==> src/rtl/clk_meas_pkg.sv <==
// Shared types and constants for the clock duty-cycle meter.
// The state encoding is also what the top exposes on dbg_state.
package clk_meas_pkg;

    typedef enum logic [1:0] {
        IDLE = 2'd0,
        HIGH = 2'd1,
        LOW  = 2'd2
    } state_t;

    localparam int DUTY_W    = 8;
    localparam int DIV_STEPS = 8;

endpackage

==> src/rtl/frac_div8.sv <==
// Sequential restoring divider producing the 8-bit fraction num/den.
// Callers must guarantee num < den so the quotient fits in DUTY_W bits.
import clk_meas_pkg::*;

module frac_div8 #(
    parameter int CNT_W = 16
) (
    input  logic              clk,
    input  logic              rst,
    input  logic              start,
    input  logic              abort,
    input  logic [CNT_W-1:0]  num,
    input  logic [CNT_W:0]    den,
    output logic              busy,
    output logic              done,
    output logic [DUTY_W-1:0] q
);

    localparam int STEP_W = $clog2(DIV_STEPS);

    logic                r_busy;
    logic [STEP_W-1:0]   r_step;
    logic [CNT_W:0]      r_rem;
    logic [CNT_W:0]      r_den;
    logic [DUTY_W-1:0]   r_q;

    logic [CNT_W+1:0]    w_rem_sh;
    logic                w_ge;
    logic [CNT_W:0]      w_rem_nxt;
    logic [DUTY_W-1:0]   w_q_nxt;
    logic                w_last;

    // The remainder stays below den between steps, so one extra bit
    // is only needed for the shifted value.
    assign w_rem_sh  = {r_rem, 1'b0};
    assign w_ge      = (w_rem_sh >= {1'b0, r_den});
    assign w_rem_nxt = w_ge ? (CNT_W+1)'(w_rem_sh - {1'b0, r_den})
                            : (CNT_W+1)'(w_rem_sh);
    assign w_q_nxt   = {r_q[DUTY_W-2:0], w_ge};
    assign w_last    = (r_step == STEP_W'(DIV_STEPS - 1));

    assign busy = r_busy;
    assign done = r_busy & w_last & ~abort;
    assign q    = w_q_nxt;

    always_ff @(posedge clk) begin
        if (rst) begin
            r_busy <= 1'b0;
            r_step <= '0;
            r_rem  <= '0;
            r_den  <= '0;
            r_q    <= '0;
        end else if (abort) begin
            r_busy <= 1'b0;
        end else if (start && !r_busy) begin
            r_busy <= 1'b1;
            r_step <= '0;
            r_rem  <= {1'b0, num};
            r_den  <= den;
            r_q    <= '0;
        end else if (r_busy) begin
            r_rem  <= w_rem_nxt;
            r_q    <= w_q_nxt;
            r_step <= r_step + 1'b1;
            if (w_last) begin
                r_busy <= 1'b0;
            end
        end
    end

endmodule

==> src/rtl/clk_duty_meter.sv <==
// Measures high time, low time, period and duty of an asynchronous
// waveform in clk cycles, and flags a stalled input.
import clk_meas_pkg::*;

module clk_duty_meter #(
    parameter int CNT_W   = 16,
    parameter int TIMEOUT = 1000
) (
    input  logic              clk,
    input  logic              rst,
    input  logic              sig_in,
    output logic [CNT_W-1:0]  ton_cnt,
    output logic [CNT_W-1:0]  toff_cnt,
    output logic [CNT_W:0]    period_cnt,
    output logic [DUTY_W-1:0] duty_q8,
    output logic              meas_valid,
    output logic              stuck,
    output logic              stuck_level,
    output logic              overrun,
    output logic [1:0]        dbg_state
);

    logic              r_s1, r_s2, r_s3;
    state_t            r_state, w_state_nxt;
    logic [CNT_W-1:0]  r_hi_cnt, r_lo_cnt, r_pend_hi, r_pend_lo, r_idle_cnt;
    logic [CNT_W-1:0]  r_ton, r_toff;
    logic [CNT_W:0]    r_period;
    logic [DUTY_W-1:0] r_duty;
    logic              r_valid, r_stuck, r_stuck_level, r_overrun;

    logic              w_rise, w_fall, w_edge, w_timeout;
    logic              w_close, w_start, w_drop;
    logic              w_div_busy, w_div_done;
    logic [DUTY_W-1:0] w_div_q;

    assign w_rise    = r_s2 & ~r_s3;
    assign w_fall    = ~r_s2 & r_s3;
    assign w_edge    = w_rise | w_fall;
    // An edge in the same cycle always wins over the stall timeout.
    assign w_timeout = ~w_edge && (r_idle_cnt == CNT_W'(TIMEOUT - 1));
    assign w_close   = w_rise && (r_state == LOW);
    assign w_start   = w_close & ~w_div_busy;
    assign w_drop    = w_close & w_div_busy;

    frac_div8 #(.CNT_W(CNT_W)) u_div (
        .clk   (clk),
        .rst   (rst),
        .start (w_start),
        .abort (w_timeout),
        .num   (r_hi_cnt),
        .den   ({1'b0, r_hi_cnt} + {1'b0, r_lo_cnt}),
        .busy  (w_div_busy),
        .done  (w_div_done),
        .q     (w_div_q)
    );

    always_comb begin
        w_state_nxt = r_state;
        if (w_timeout) begin
            w_state_nxt = IDLE;
        end else begin
            case (r_state)
                IDLE:    if (w_rise) w_state_nxt = HIGH;
                HIGH:    if (w_fall) w_state_nxt = LOW;
                LOW:     if (w_rise) w_state_nxt = HIGH;
                default: w_state_nxt = IDLE;
            endcase
        end
    end

    always_ff @(posedge clk) begin
        if (rst) begin
            r_state <= IDLE;
        end else begin
            r_state <= w_state_nxt;
        end
    end

    always_ff @(posedge clk) begin
        if (rst) begin
            r_s1       <= 1'b0;
            r_s2       <= 1'b0;
            r_s3       <= 1'b0;
            r_hi_cnt   <= '0;
            r_lo_cnt   <= '0;
            r_pend_hi  <= '0;
            r_pend_lo  <= '0;
            r_idle_cnt <= '0;
        end else begin
            r_s1 <= sig_in;
            r_s2 <= r_s1;
            r_s3 <= r_s2;

            // Each counter includes the edge cycle that starts its phase.
            if (w_rise && r_state != HIGH) begin
                r_hi_cnt <= CNT_W'(1);
            end else if (r_state == HIGH && !w_fall) begin
                r_hi_cnt <= r_hi_cnt + 1'b1;
            end

            if (w_fall && r_state == HIGH) begin
                r_lo_cnt <= CNT_W'(1);
            end else if (r_state == LOW && !w_rise) begin
                r_lo_cnt <= r_lo_cnt + 1'b1;
            end

            if (w_start) begin
                r_pend_hi <= r_hi_cnt;
                r_pend_lo <= r_lo_cnt;
            end

            if (w_edge) begin
                r_idle_cnt <= '0;
            end else if (r_idle_cnt != CNT_W'(TIMEOUT)) begin
                r_idle_cnt <= r_idle_cnt + 1'b1;
            end
        end
    end

    always_ff @(posedge clk) begin
        if (rst) begin
            r_ton         <= '0;
            r_toff        <= '0;
            r_period      <= '0;
            r_duty        <= '0;
            r_valid       <= 1'b0;
            r_stuck       <= 1'b0;
            r_stuck_level <= 1'b0;
            r_overrun     <= 1'b0;
        end else begin
            r_valid <= w_div_done;
            if (w_div_done) begin
                r_ton    <= r_pend_hi;
                r_toff   <= r_pend_lo;
                r_period <= {1'b0, r_pend_hi} + {1'b0, r_pend_lo};
                r_duty   <= w_div_q;
            end

            if (w_rise) begin
                r_stuck <= 1'b0;
            end else if (w_timeout) begin
                r_stuck       <= 1'b1;
                r_stuck_level <= r_s2;
            end

            if (w_drop) begin
                r_overrun <= 1'b1;
            end
        end
    end

    assign ton_cnt     = r_ton;
    assign toff_cnt    = r_toff;
    assign period_cnt  = r_period;
    assign duty_q8     = r_duty;
    assign meas_valid  = r_valid;
    assign stuck       = r_stuck;
    assign stuck_level = r_stuck_level;
    assign overrun     = r_overrun;
    assign dbg_state   = r_state;

endmodule

==> config.mk <==
export PLATFORM = sky130hd
export DESIGN_NAME = clk_duty_meter
export DESIGN_NICKNAME = d
export VERILOG_FILES = /design/src/rtl/clk_meas_pkg.sv /design/src/rtl/frac_div8.sv /design/src/rtl/clk_duty_meter.sv
export SDC_FILE = /design/constraint.sdc
export NUM_CORES = 1
export LEC_CHECK = 0
export CAP_MARGIN = 20
export CORE_MARGIN = 2
export CORE_UTILIZATION = 54
export CTS_CLUSTER_DIAMETER = 100
export CTS_CLUSTER_SIZE = 20
export DETAILED_ROUTE_END_ITERATION = 8
export GPL_ROUTABILITY_DRIVEN = 0
export PLACE_DENSITY = 0.77
export SYNTH_ARGS = -nofsm -noshare
export SYNTH_HDL_FRONTEND = slang
export SYNTH_SLANG_ARGS = --single-unit
==> constraint.sdc <==
create_clock -name clk -period 2.8 [get_ports clk]
set_clock_uncertainty 0.05 [all_clocks]
set_input_delay 0.42 -clock clk [delete_from_list [all_inputs] [get_ports clk]]
set_output_delay 0.42 -clock clk [all_outputs]
set_load 0.005 [all_outputs]
# Word-level counts from Yosys, hierarchy flattened
# Cells that the tools add are included.
# word_totals
ff_bits	191
latch_bits	0
ramBits	0
rom_bits	0
input_bits	3
output_inout_bits	63
word_cells	94
memories	0
# op_classes
add_sub_neg	7
mul	0
n_div	0
order_cmp	1
eq_ne	8
shift	0
muxes	17
bitwise_logic	13
reduce_logical	24
# ops
cell	count
17-bit two-way mux	3
16-bit by 1-bit adder with 16-bit output (second input constant)	3
16-bit by 16-bit adder with 17-bit output	2
18-bit by 17-bit greater-or-equal comparator with 1-bit output	1
17-bit subtractor	1
16-bit by 10-bit equality test with 1-bit output (second input constant)	1
16-bit by 10-bit != test with 1-bit output (second input constant)	1
7-bit two-way mux	2
2-bit OR reduction	6
2-bit AND reduction	4
1-bit logical AND	7
1-bit two-way mux	7
1-bit AND	6
3-bit two-way mux	2
1-bit inverter	6
2-bit nonzero test	3
2-bit two-way mux	2
2-bit by 1-bit != test with 1-bit output (second input constant)	2
2-bit one-hot mux with 2 select lines	1
3-bit by 1-bit adder with 3-bit output (second input constant)	1
3-bit equality test (second input constant)	1
1-bit zero test	3
2-bit by 1-bit equality test with 1-bit output (second input constant)	1
2-bit equality test (second input constant)	1
other kinds (3)	3

# Depth between registers and ports, before layout
# Gate-level depths: netlist (run 1).
# logic_depth
ltp_word	7
mapped_depth	13
mapped_depth_nobuf	10

# By module
# From an unflattened synthesis (run 1), not the netlist that was laid out.
# hier_totals
cells_unflattened	1172
area_unflattened_um2	9890.7
# modules_own_cells
module	n_inst	cells_each	area_each_um2	seq_area_each_um2
clk_duty_meter	1	790	6926.6	2922.8
frac_div8	1	382	2964.1	900.9

# Least setup slack after synthesis (run 1)
# No wires, ideal clock.
# synth_timing
path_kind	reg2reg
from	register r_hi_cnt[0]
to	register u_div.r_den[16]
setup_ns	0.132
t_arrival_ns	2.485
required_time_ns	2.618
setup_slack_ns	0.133
path_stages_with_launch	11
path_buffers	0
period_less_slack_ns	2.667
cell_sequence	dfxtp_1 > ha_1 > fa_1 > a21o_1 > a21o_1 > a2111oi_4 > o41ai_2 > a221oi_2 > nor2b_1 > nor4_2 > a2111oi_2
# synth_between
elab_chain_cells	1
# synth_rtl
element	line	rtl
start, declared	clk_duty_meter.sv:25	logic [CNT_W-1:0] r_hi_cnt, r_lo_cnt, r_pend_hi, r_pend_lo, r_idle_cnt;
start signal, assigned	clk_duty_meter.sv:98	r_hi_cnt <= r_hi_cnt + 1'b1;
16-bit by 16-bit adder with 17-bit output	clk_duty_meter.sv:51	.den ({1'b0, r_hi_cnt} + {1'b0, r_lo_cnt}),
end signal, assigned	frac_div8.sv:59	r_den <= den;
end, declared	frac_div8.sv:24	logic [CNT_W:0] r_den;
# No other way between the ends.
# A chain may end at the register's enable or synchronous reset.

# Final worst setup path (run 1)
# layout_timing
from	register r_lo_cnt[0]
to	register u_div.r_den[14]
# layout_between
elab_chain_cells	1
# layout_rtl
element	line	rtl
start, declared	clk_duty_meter.sv:25	
start signal, assigned	clk_duty_meter.sv:104	r_lo_cnt <= r_lo_cnt + 1'b1;
16-bit by 16-bit adder with 17-bit output	clk_duty_meter.sv:51	
# No other way between the ends.

==> results.md, run 1 <==
* Iter 0 DRT Violations at 544
* EDFF count, synth at 0
* 1st-pass router iterations at 6
* Commonest non-fill, non-tap cell in the layout: nand2_1
* Top FF cell, synth: dfxtp_1
* HPWL Detailed at 16700 um
* CTS tree: built
* First-pass GRT wire length at 37400 um
* TritonCTS Buffers at 17
* Syn avg cell area at 8.15 um^2
* Share of cells above drive strength 1 at 8.97%
* Crit share post-route at 98.0%
* Hold EP: r_s2
* Synthesis Warnings at 0
* Arrival time worst endpoint at 3.04 ns
* DRC Markers at 0
* Vias at 8541
* Crit path max-delay cell type: a2111oi_4
* Core Rows at 48
* Final Util at between 60% and 70%
* Max IR drop VDD at about 0.00045 V
* Post-Syn Area at 9560 um^2
* Outcome: finished clean
* CP cell instances: ha_4 > fa_2 > a21o_1 > a21o_1 > a2111oi_4 > o41ai_4 > a221oi_2 > buf_4 > xnor2_1 > nand2_1 > a21oi_1
* Gate Count Post-Synth at 1173
* Clock Tree Buf Depth at 2
* Fillcell total at 1491
* Most frequent CP cell: a21o_1
* Area occupied by multi-input gates at 5430 um^2
* CP max stage delay at 0.40 ns
* Die height at 137 um
* Via density at 5.75
* Worst-Skew Late Latency at 0.43 ns
* Hold Crit Depth at 1
* Initial antenna violation count at 0
* Most frequent cells in the layout: nand2_1 (238), dfxtp_1 (187), a21oi_1 (141)
* Post-synthesis sequential area ratio at 40.0%
* PwrDens at 478 nW/um^2
* Final Slew Violations at 0
* Endpoints failing setup at 0
* Vias in the first global route at 7644
* Total Power at 5.40 mW
* CP Capture Type: flip-flop
* R2R Path Start: r_lo_cnt[0]
* Clk Tree Root Cell: clkbuf_16
* Final Hold Viols at 0
* Max cap viols at 0
* Critical path required time at roughly 3.1 ns
* Post-Route WL at 23500 um
* R2R Setup Slk at 0.06 ns
* Antenna cells at 0
* Largest net degree at the start of global routing at 142
* Final ANT Viol Nets at 0
* Clock transition at path regs at approximately 0.070 ns
* Initial Utilization at between 50 and 60%
* CTS sink cnt at approximately 190
* FF+latch count, synth at ~190
* Die width at 137 um
* CTS HTree Levels at 4
* GR Overflow Total at 0
* Hold wc startpoint: r_s1
* Worst hold path type: reg2reg
* Area added between synthesis and finish at 18.3%
* WS Path Type: reg2reg
* Core ar. at 17300 um^2
* Slew @ Worst Pin at 0.693 ns
* CTS Hold Bufs at 0
* Crit Path Max Fanout at 3
* Ys async rst share at 0%
* Routed wire per std cell at 15.8 um
* Startpoint Class: flip-flop
* R2R Path End: u_div.r_den[14]
* Worst reg2reg path depth at 11
* DIE AREA at 18800 um^2
* RSZ-0062 raised after global routing: true
* Lkg Pwr at 4.40 nW
* Number of I/O pins at between 60 and 70
* Synth cell types at 70
* Fin crit period at 2.74 ns
* Fmax at 0.365 GHz
* Slew HR at 53.8%
* All-Layer GR Usage at between 20% and 30%
* Port bufs at 65
* # nets final at 1310
* FF/Latch Area at 3830 um^2
* Mapped Nets at ~1200
[cells in the mapped netlist (20+ instances only)]
cell type / instances / area, um^2
dfxtp_1: 191 / 3820
ha_1: 57 / 713
xor2_1: 40 / 350
nor2_1: 111 / 417
a21o_1: 21 / 158
inv_1: 31 / 116
xnor2_1: 33 / 289
nand2_1: 238 / 893
a21oi_1: 141 / 706
clkbuf_1: 32 / 120
nand3_1: 20 / 100
o21ai_0: 33 / 165
[registers in the layout (all words and copies together) (netlist names), 7 cells and up]
| signal | count |
|---|---|
| duty_q8 | 8 |
| period_cnt | 17 |
| r_hi_cnt | 16 |
| r_idle_cnt | 16 |
| r_lo_cnt | 16 |
| r_pend_hi | 16 |
| r_pend_lo | 16 |
| toff_cnt | 16 |
| ton_cnt | 16 |
| u_div.r_den | 17 |
| u_div.r_q | 7 |
| u_div.r_rem | 17 |
[kinds of logic (layout without fill, tap and decap cells)]
group	after synthesis	in the layout	synth area share (%)
AO/OA/AOI/OAI	297	297	19.8
AND/OR/NAND/NOR	456	457	20.6
multiplexers	9	9	0.968
buffers and inverters	87	173	3.91
adder cells (fa/ha/maj)	60	60	8.09
flip-flops	191	191	40.0
XOR/XNOR	73	73	6.69
[worst max-delay path: cells and delay by family (launching register included)]
family	cells	cell delay, ns
xor gates and xnor gates	1	0.10
DFF	1	0.34
AOI/OAI and AO/OA	6	1.39
adders and majority gates	2	0.54
buffers and inverters	1	0.16
and+or+nand+nor	1	0.08
[metal layers]
| layer | vias to the layer above | wire length [um] | GRT usage, % |
|---|---|---|---|
| met5 | - | 0 | 0 |
| met4 | 0 | 389 | 7.56 |
| met3 | 37 | 1270 | 5.19 |
| met2 | 223 | 11000 | 40.0 |
| met1 | 4044 | 10900 | 34.3 |
| li1 | 4237 | - | - |
[where the power goes]
part	switching (mW)	leakage (nW)	total [mW]	internal, mW
sequential	0.00736	1.54	2.73	2.72
combinational	0.0776	2.55	0.111	0.0334
clock	1.13	0.311	2.56	1.43
[how the worst max path moves through the flow]
stage,from,end,cells past startpoint
after detailed placement,r_pend_hi[0],period_cnt[14],11
after global placement,r_hi_cnt[0],u_div.r_den[16],10
after global routing,r_lo_cnt[0],u_div.r_den[16],10
final,r_lo_cnt[0],u_div.r_den[14],11
after CTS,r_hi_cnt[0],u_div.r_den[14],10
after floorplan,r_hi_cnt[0],u_div.r_den[16],10
[timing repair]
action                     in CTS  in global routing
gates resized for setup         1                 12
cloned                          0                  1
pin swaps                       1                 14
setup endpoints to repair       3                 13
setup buffers                   0                 10
[final cells by class]
class                           count  area share [%]
Clock inverter                     12            1.44
Timing Repair Buffer              110            9.05
Clock buffer                       20            4.13
Inverter                           31            1.03
Sequential cell                   191            33.9
Multi-Input combinational cell    896            48.0
Tap cell                          225            2.49
[stage by stage]
| step | hold slack, ns | instances | setup slack (ns) | setup TNS [ns] | area [um^2] |
|---|---|---|---|---|---|
| 3_3_place_gp | 0.368 | 1442 | 0.0676 | 0 | 10500 |
| 2_1_floorplan | 0.364 | 1173 | 0.133 | 0 | 9560 |
| 4_1_cts | 0.398 | 1474 | 0.000294 | 0 | 11200 |
| 6_report | 0.395 | 1485 | 0.0572 | 0 | 11300 |
| 3_5_place_dp | 0.379 | 1442 | 0.0216 | 0 | 10500 |
| 5_1_grt | 0.417 | 1485 | -0.0882 | -0.190 | 11300 |
Power figures use the tool's default switching activity.
==> inputs of run 2 (changes only) <==
Settings changed: CORE_UTILIZATION 54 to 50, CTS_CLUSTER_SIZE 20 to default, PLACE_DENSITY 0.77 to 0.72.
==> results.md, run 2 (same netlist as run 1, synthesis figures left out) <==
* Max cap viols at 0
* First-pass GRT wire length at roughly 38000 um
* TritonCTS Buffers at 17
* Final Hold Viols at 0
* Clock transition at path regs at 0.07 ns
* Fmax at 0.362 GHz
* Antenna cells at 0
* DIE AREA at 20200 um^2
* Routed wire per std cell at ~16 um
* WS Path Type: reg2reg
* DRC Markers at 0
* Area added between synthesis and finish at 17.4%
* Critical path required time at 3.06 ns
* Arrival time worst endpoint at between 3 and 4 ns
* Fillcell total at roughly 1700
* Initial Utilization at 51.1%
* Die height at about 140 um
* Total Power at about 5.2 mW
* Commonest non-fill, non-tap cell in the layout: nand2_1
* Post-Route WL at 23200 um
* Core Rows at 50
* Vias at around 8400
* Final ANT Viol Nets at 0
* Vias in the first global route at ~7500
* Crit Path Max Fanout at 3
* Port bufs at 65
* Iter 0 DRT Violations at 622
* Number of I/O pins at between 60 and 70
* Slew @ Worst Pin at between 0.7 and 0.8 ns
* Worst-Skew Late Latency at 0.44 ns
* Die width at 142 um
* RSZ-0062 raised after global routing: true
* Initial antenna violation count at 0
* Slew HR at 50.1%
* CTS HTree Levels at 4
* CTS sink cnt at between 150 and 200
* Share of cells above drive strength 1 at 8.36%
* PwrDens at 463 nW/um^2
* Fin crit period at 2.77 ns
* Clk Tree Root Cell: clkbuf_16
* # nets final at 1306
* Startpoint Class: flip-flop
* CP Capture Type: flip-flop
* HPWL Detailed at 16900 um
* All-Layer GR Usage at 23.1%
* Endpoints failing setup at 0
* Final setup TNS at 0 ns
* Most frequent cells in the layout: nand2_1 (238), dfxtp_1 (189), a21oi_1 (140)
* 1st-pass router iterations at 5
* Final Util at approximately three fifths
* Worst hold path type: in2reg
* GR Overflow Total at 0
* Via density at 5.67
* Outcome: finished clean
* Lkg Pwr at 4.34 nW
* Max IR drop VDD at 0.000489 V
* Core ar. at 18700 um^2
* Largest net degree at the start of global routing at 53
* Clock Tree Buf Depth at 2
* Final Slew Violations at 0
* CTS Hold Bufs at 0
* CTS tree: built
* Crit share post-route at 98.8%
==> run 2: changes by cell type in the layout (fill, tap and decap cells not counted), sizes merged <==
| cell | delta |
|---|---|
| and2 | -1 |
| buf | -3 |
| bufinv | -2 |
| clkbuf | -2 |
| clkinv | +5 |
| clkinvlp | +2 |
| inv | -3 |
==> run 2: per-layer routing <==
metal / wire, um / share of wire (%) / global-route usage [%] / vias to the layer above
met4: 469 / 2.0 / 7.19 / 0
met5: 0 / 0 / 0 / -
li1: - / - / - / 4215
met1: 11300 / 49 / 33.2 / 3991
met2: 10300 / 44 / 35.5 / 207
met3: 1130 / 4.9 / 4.10 / 34
==> run 2: critical path: stages (launching register included) <==
cell and delay (ns):
dfxtp_2 0.34, ha_4 0.16, fa_2 0.40, a21o_1 0.17, a21o_1 0.21, a2111oi_4 0.42
o41ai_4 0.14, a221oi_2 0.30, nor2b_1 0.09, nor4_2 0.29, a2111oi_2 0.06
==> run 2: metrics by stage <==
stage | hold WS (ns) | instances | cell area [um^2] | worst slack, ns
after CTS | 0.301 | 1485 | 11200 | 0.00933
after global routing | 0.322 | 1490 | 11200 | -0.0935
after global placement | 0.370 | 1453 | 10600 | 0.0507
after floorplan | 0.364 | 1173 | 9560 | 0.133
final | 0.309 | 1490 | 11200 | 0.0349
after detailed placement | 0.379 | 1453 | 10600 | 0.0533
==> run 2: path summary, 6_finish.rpt <==
path,cells after the start,from,endpoint,slack (ns)
setup / recovery,10,r_lo_cnt[0],u_div.r_den[16],0.03
hold / removal,2,rst,u_div.r_q[3],0.31
setup reg to reg,10,r_lo_cnt[0],u_div.r_den[16],0.03
hold reg to reg,1,r_s1,r_s2,0.40
==> run 2: area by class of cell <==
| cell class | instances | area (um^2) | area share [%] |
|---|---|---|---|
| repair buffers | 107 | 1000 | 8.91 |
| clock inverters | 14 | 154 | 1.37 |
| clock buffers | 18 | 429 | 3.82 |
| inverters | 31 | 116 | 1.04 |
| multi-input cells | 895 | 5410 | 48.2 |
| well taps | 234 | 293 | 2.61 |
| flip-flops and latches | 191 | 3830 | 34.1 |
==> run 2: what timing repair did <==
item,CTS,global route
endpoints found under the hold margin,0,0
setup endpoints to repair,1,8
pin swaps,1,13
setup buffers,0,5
resized for setup,0,9
cloned,0,0
==> run 2: power by group <==
group | internal, mW | switching, mW | total [mW] | leakage [nW]
logic | 0.0309 | 0.0762 | 0.107 | 2.53
clock network | 1.19 | 1.18 | 2.37 | 0.277
registers | 2.72 | 0.00736 | 2.73 | 1.54
total | 3.94 | 1.26 | 5.20 | 4.34
==> inputs of run 3 (changes only) <==
Settings changed: CAP_MARGIN 20 to default, CORE_MARGIN 2 to default.
==> results.md, run 3 (same netlist as run 1, synthesis figures left out) <==
* Outcome: complete, but fails checks
* Failing checks: setup timing
* Final WS setup at -0.0735 ns
* Arrival time worst endpoint at 3.12 ns
* Max cap viols at 0
* Hold wc startpoint: r_s1
* Final Hold Viols at 0
* Fin crit period at 2.87 ns
* Crit share post-route at 103%
* Endpoints failing setup at 1
* WS Path Type: reg2reg
* R2R Path Start: r_lo_cnt[0]
* Final Slew Violations at 0
* Placed Area at approximately 11000 um^2
* # nets final at 1308
* Clk Tree Root Cell: clkbuf_16
* Via density at roughly 5.7
* Core ar. at 18700 um^2
* Clock transition at path regs at 0.08 ns
* CTS tree: built
* Worst hold path type: reg2reg
* Number of I/O pins at 66
* Slew @ Worst Pin at 0.678 ns
* Largest net degree at the start of global routing at 142
* Worst-Skew Late Latency at 0.44 ns
* CTS sink cnt at about 190
* Core Rows at 50
* Max IR drop VDD at 0.000532 V
* CTS Hold Bufs at 0
* RSZ-0062 raised after global routing: true
* Commonest non-fill, non-tap cell in the layout: nand2_1
* Critical Path Source: r_lo_cnt[0]
* 1st-pass router iterations at 5
* Most frequent cells in the layout: nand2_1 (238), dfxtp_1 (189), a21oi_1 (139)
* Fin area at 11300 um^2
* DRC Markers at 0
* HPWL Detailed at between 15000 and 20000 um
* All-Layer GR Usage at 24.0%
* Slew HR at 54.8%
* Port bufs at 65
* Initial Utilization at 51.1%
* First-pass GRT wire length at 38000 um
* Die height at 140 um
* Die width at about 140 um
* Total Power at 5.24 mW
* Antenna cells at 0
* Fmax at 0.348 GHz
* TritonCTS Buffers at 17
* Startpoint Class: flip-flop
* Fin cells at ~1500
* Post-Route WL at 23100 um
* Total placed cells including tap cells at 1449
* CTS HTree Levels at 4
* Crit Path Max Fanout at 3
* CP Capture Type: flip-flop
* GR Overflow Total at 0
* Area added between synthesis and finish at 17.9%
* Initial antenna violation count at 0
* Vias in the first global route at 7838
* PwrDens at around 460 nW/um^2
* Iter 0 DRT Violations at around 550
* Worst slack, placed at -0.0210 ns
* Final ANT Viol Nets at 0
* Critical path required time at slightly above 3 ns
* DIE AREA at 19700 um^2
* Share of cells above drive strength 1 at 8.98%
* Routed wire per std cell at approximately 15 um
* Lkg Pwr at 4.37 nW
* Vias at 8448
* Clock Tree Buf Depth at 2
==> run 3: changes by cell type in the layout (fill, tap and decap cells not counted), sizes merged <==
cell	delta
clkbuf	-1
and2	+1
buf	+1
inv	+4
clkinv	-3
==> run 3: timing repair <==
item	in CTS	in global routing
setup endpoints to repair	3	10
gates cloned	0	1
resized for setup	1	13
pin swaps	3	19
setup buffers	1	9
==> run 3: power breakdown <==
group          internal [mW]  switching, mW  total, mW
combinational         0.0311         0.0761      0.107
sequential              2.72        0.00757       2.73
clock                   1.20           1.20       2.41
total                   3.96           1.29       5.24
==> run 3: final timing paths <==
kind,end,slack (ns),depth (start not counted)
worst max-delay path,u_div.r_den[16],-0.07,10
worst min-delay path,r_s2,0.39,1
worst max register to register,u_div.r_den[16],-0.07,10
worst min register to register,r_s2,0.39,1
==> run 3: per-stage QoR <==
stage / hold WS, ns / TNS, ns / util (%)
4_1_cts: 0.400 / 0 / 59.6
3_3_place_gp: 0.368 / 0 / 56.3
3_5_place_dp: 0.378 / -0.0355 / 56.3
5_1_grt: 0.420 / -0.480 / 60.3
6_report: 0.392 / -0.0735 / 60.3
2_1_floorplan: 0.364 / 0 / -
==> run 3: layer usage <==
layer | up-vias | GRT usage [%] | wire (um)
met1 | 3968 | 33.4 | 11000
met2 | 228 | 37.6 | 10400
met4 | 0 | 8.50 | 443
met3 | 33 | 3.69 | 1310
li1 | 4219 | - | -
met5 | - | 0 | 0
==> run 3: critical path: stages (launching register included) <==
cell and delay [ns]:
dfxtp_2 0.34, ha_4 0.17, fa_2 0.38, a21o_1 0.17
a21o_1 0.21, a2111oi_4 0.49, o41ai_4 0.15, a221oi_2 0.30
nor2b_1 0.11, nor4_2 0.30, a2111oi_2 0.06
==> run 3: layout make-up <==
type	instances	area [um^2]
Tap cell	234	293
Clock inverter	15	165
Inverter	31	116
Multi-Input combinational cell	896	5440
Fill cell	1714	7430
Sequential cell	191	3830
Timing Repair Buffer	108	1010
Clock buffer	17	425
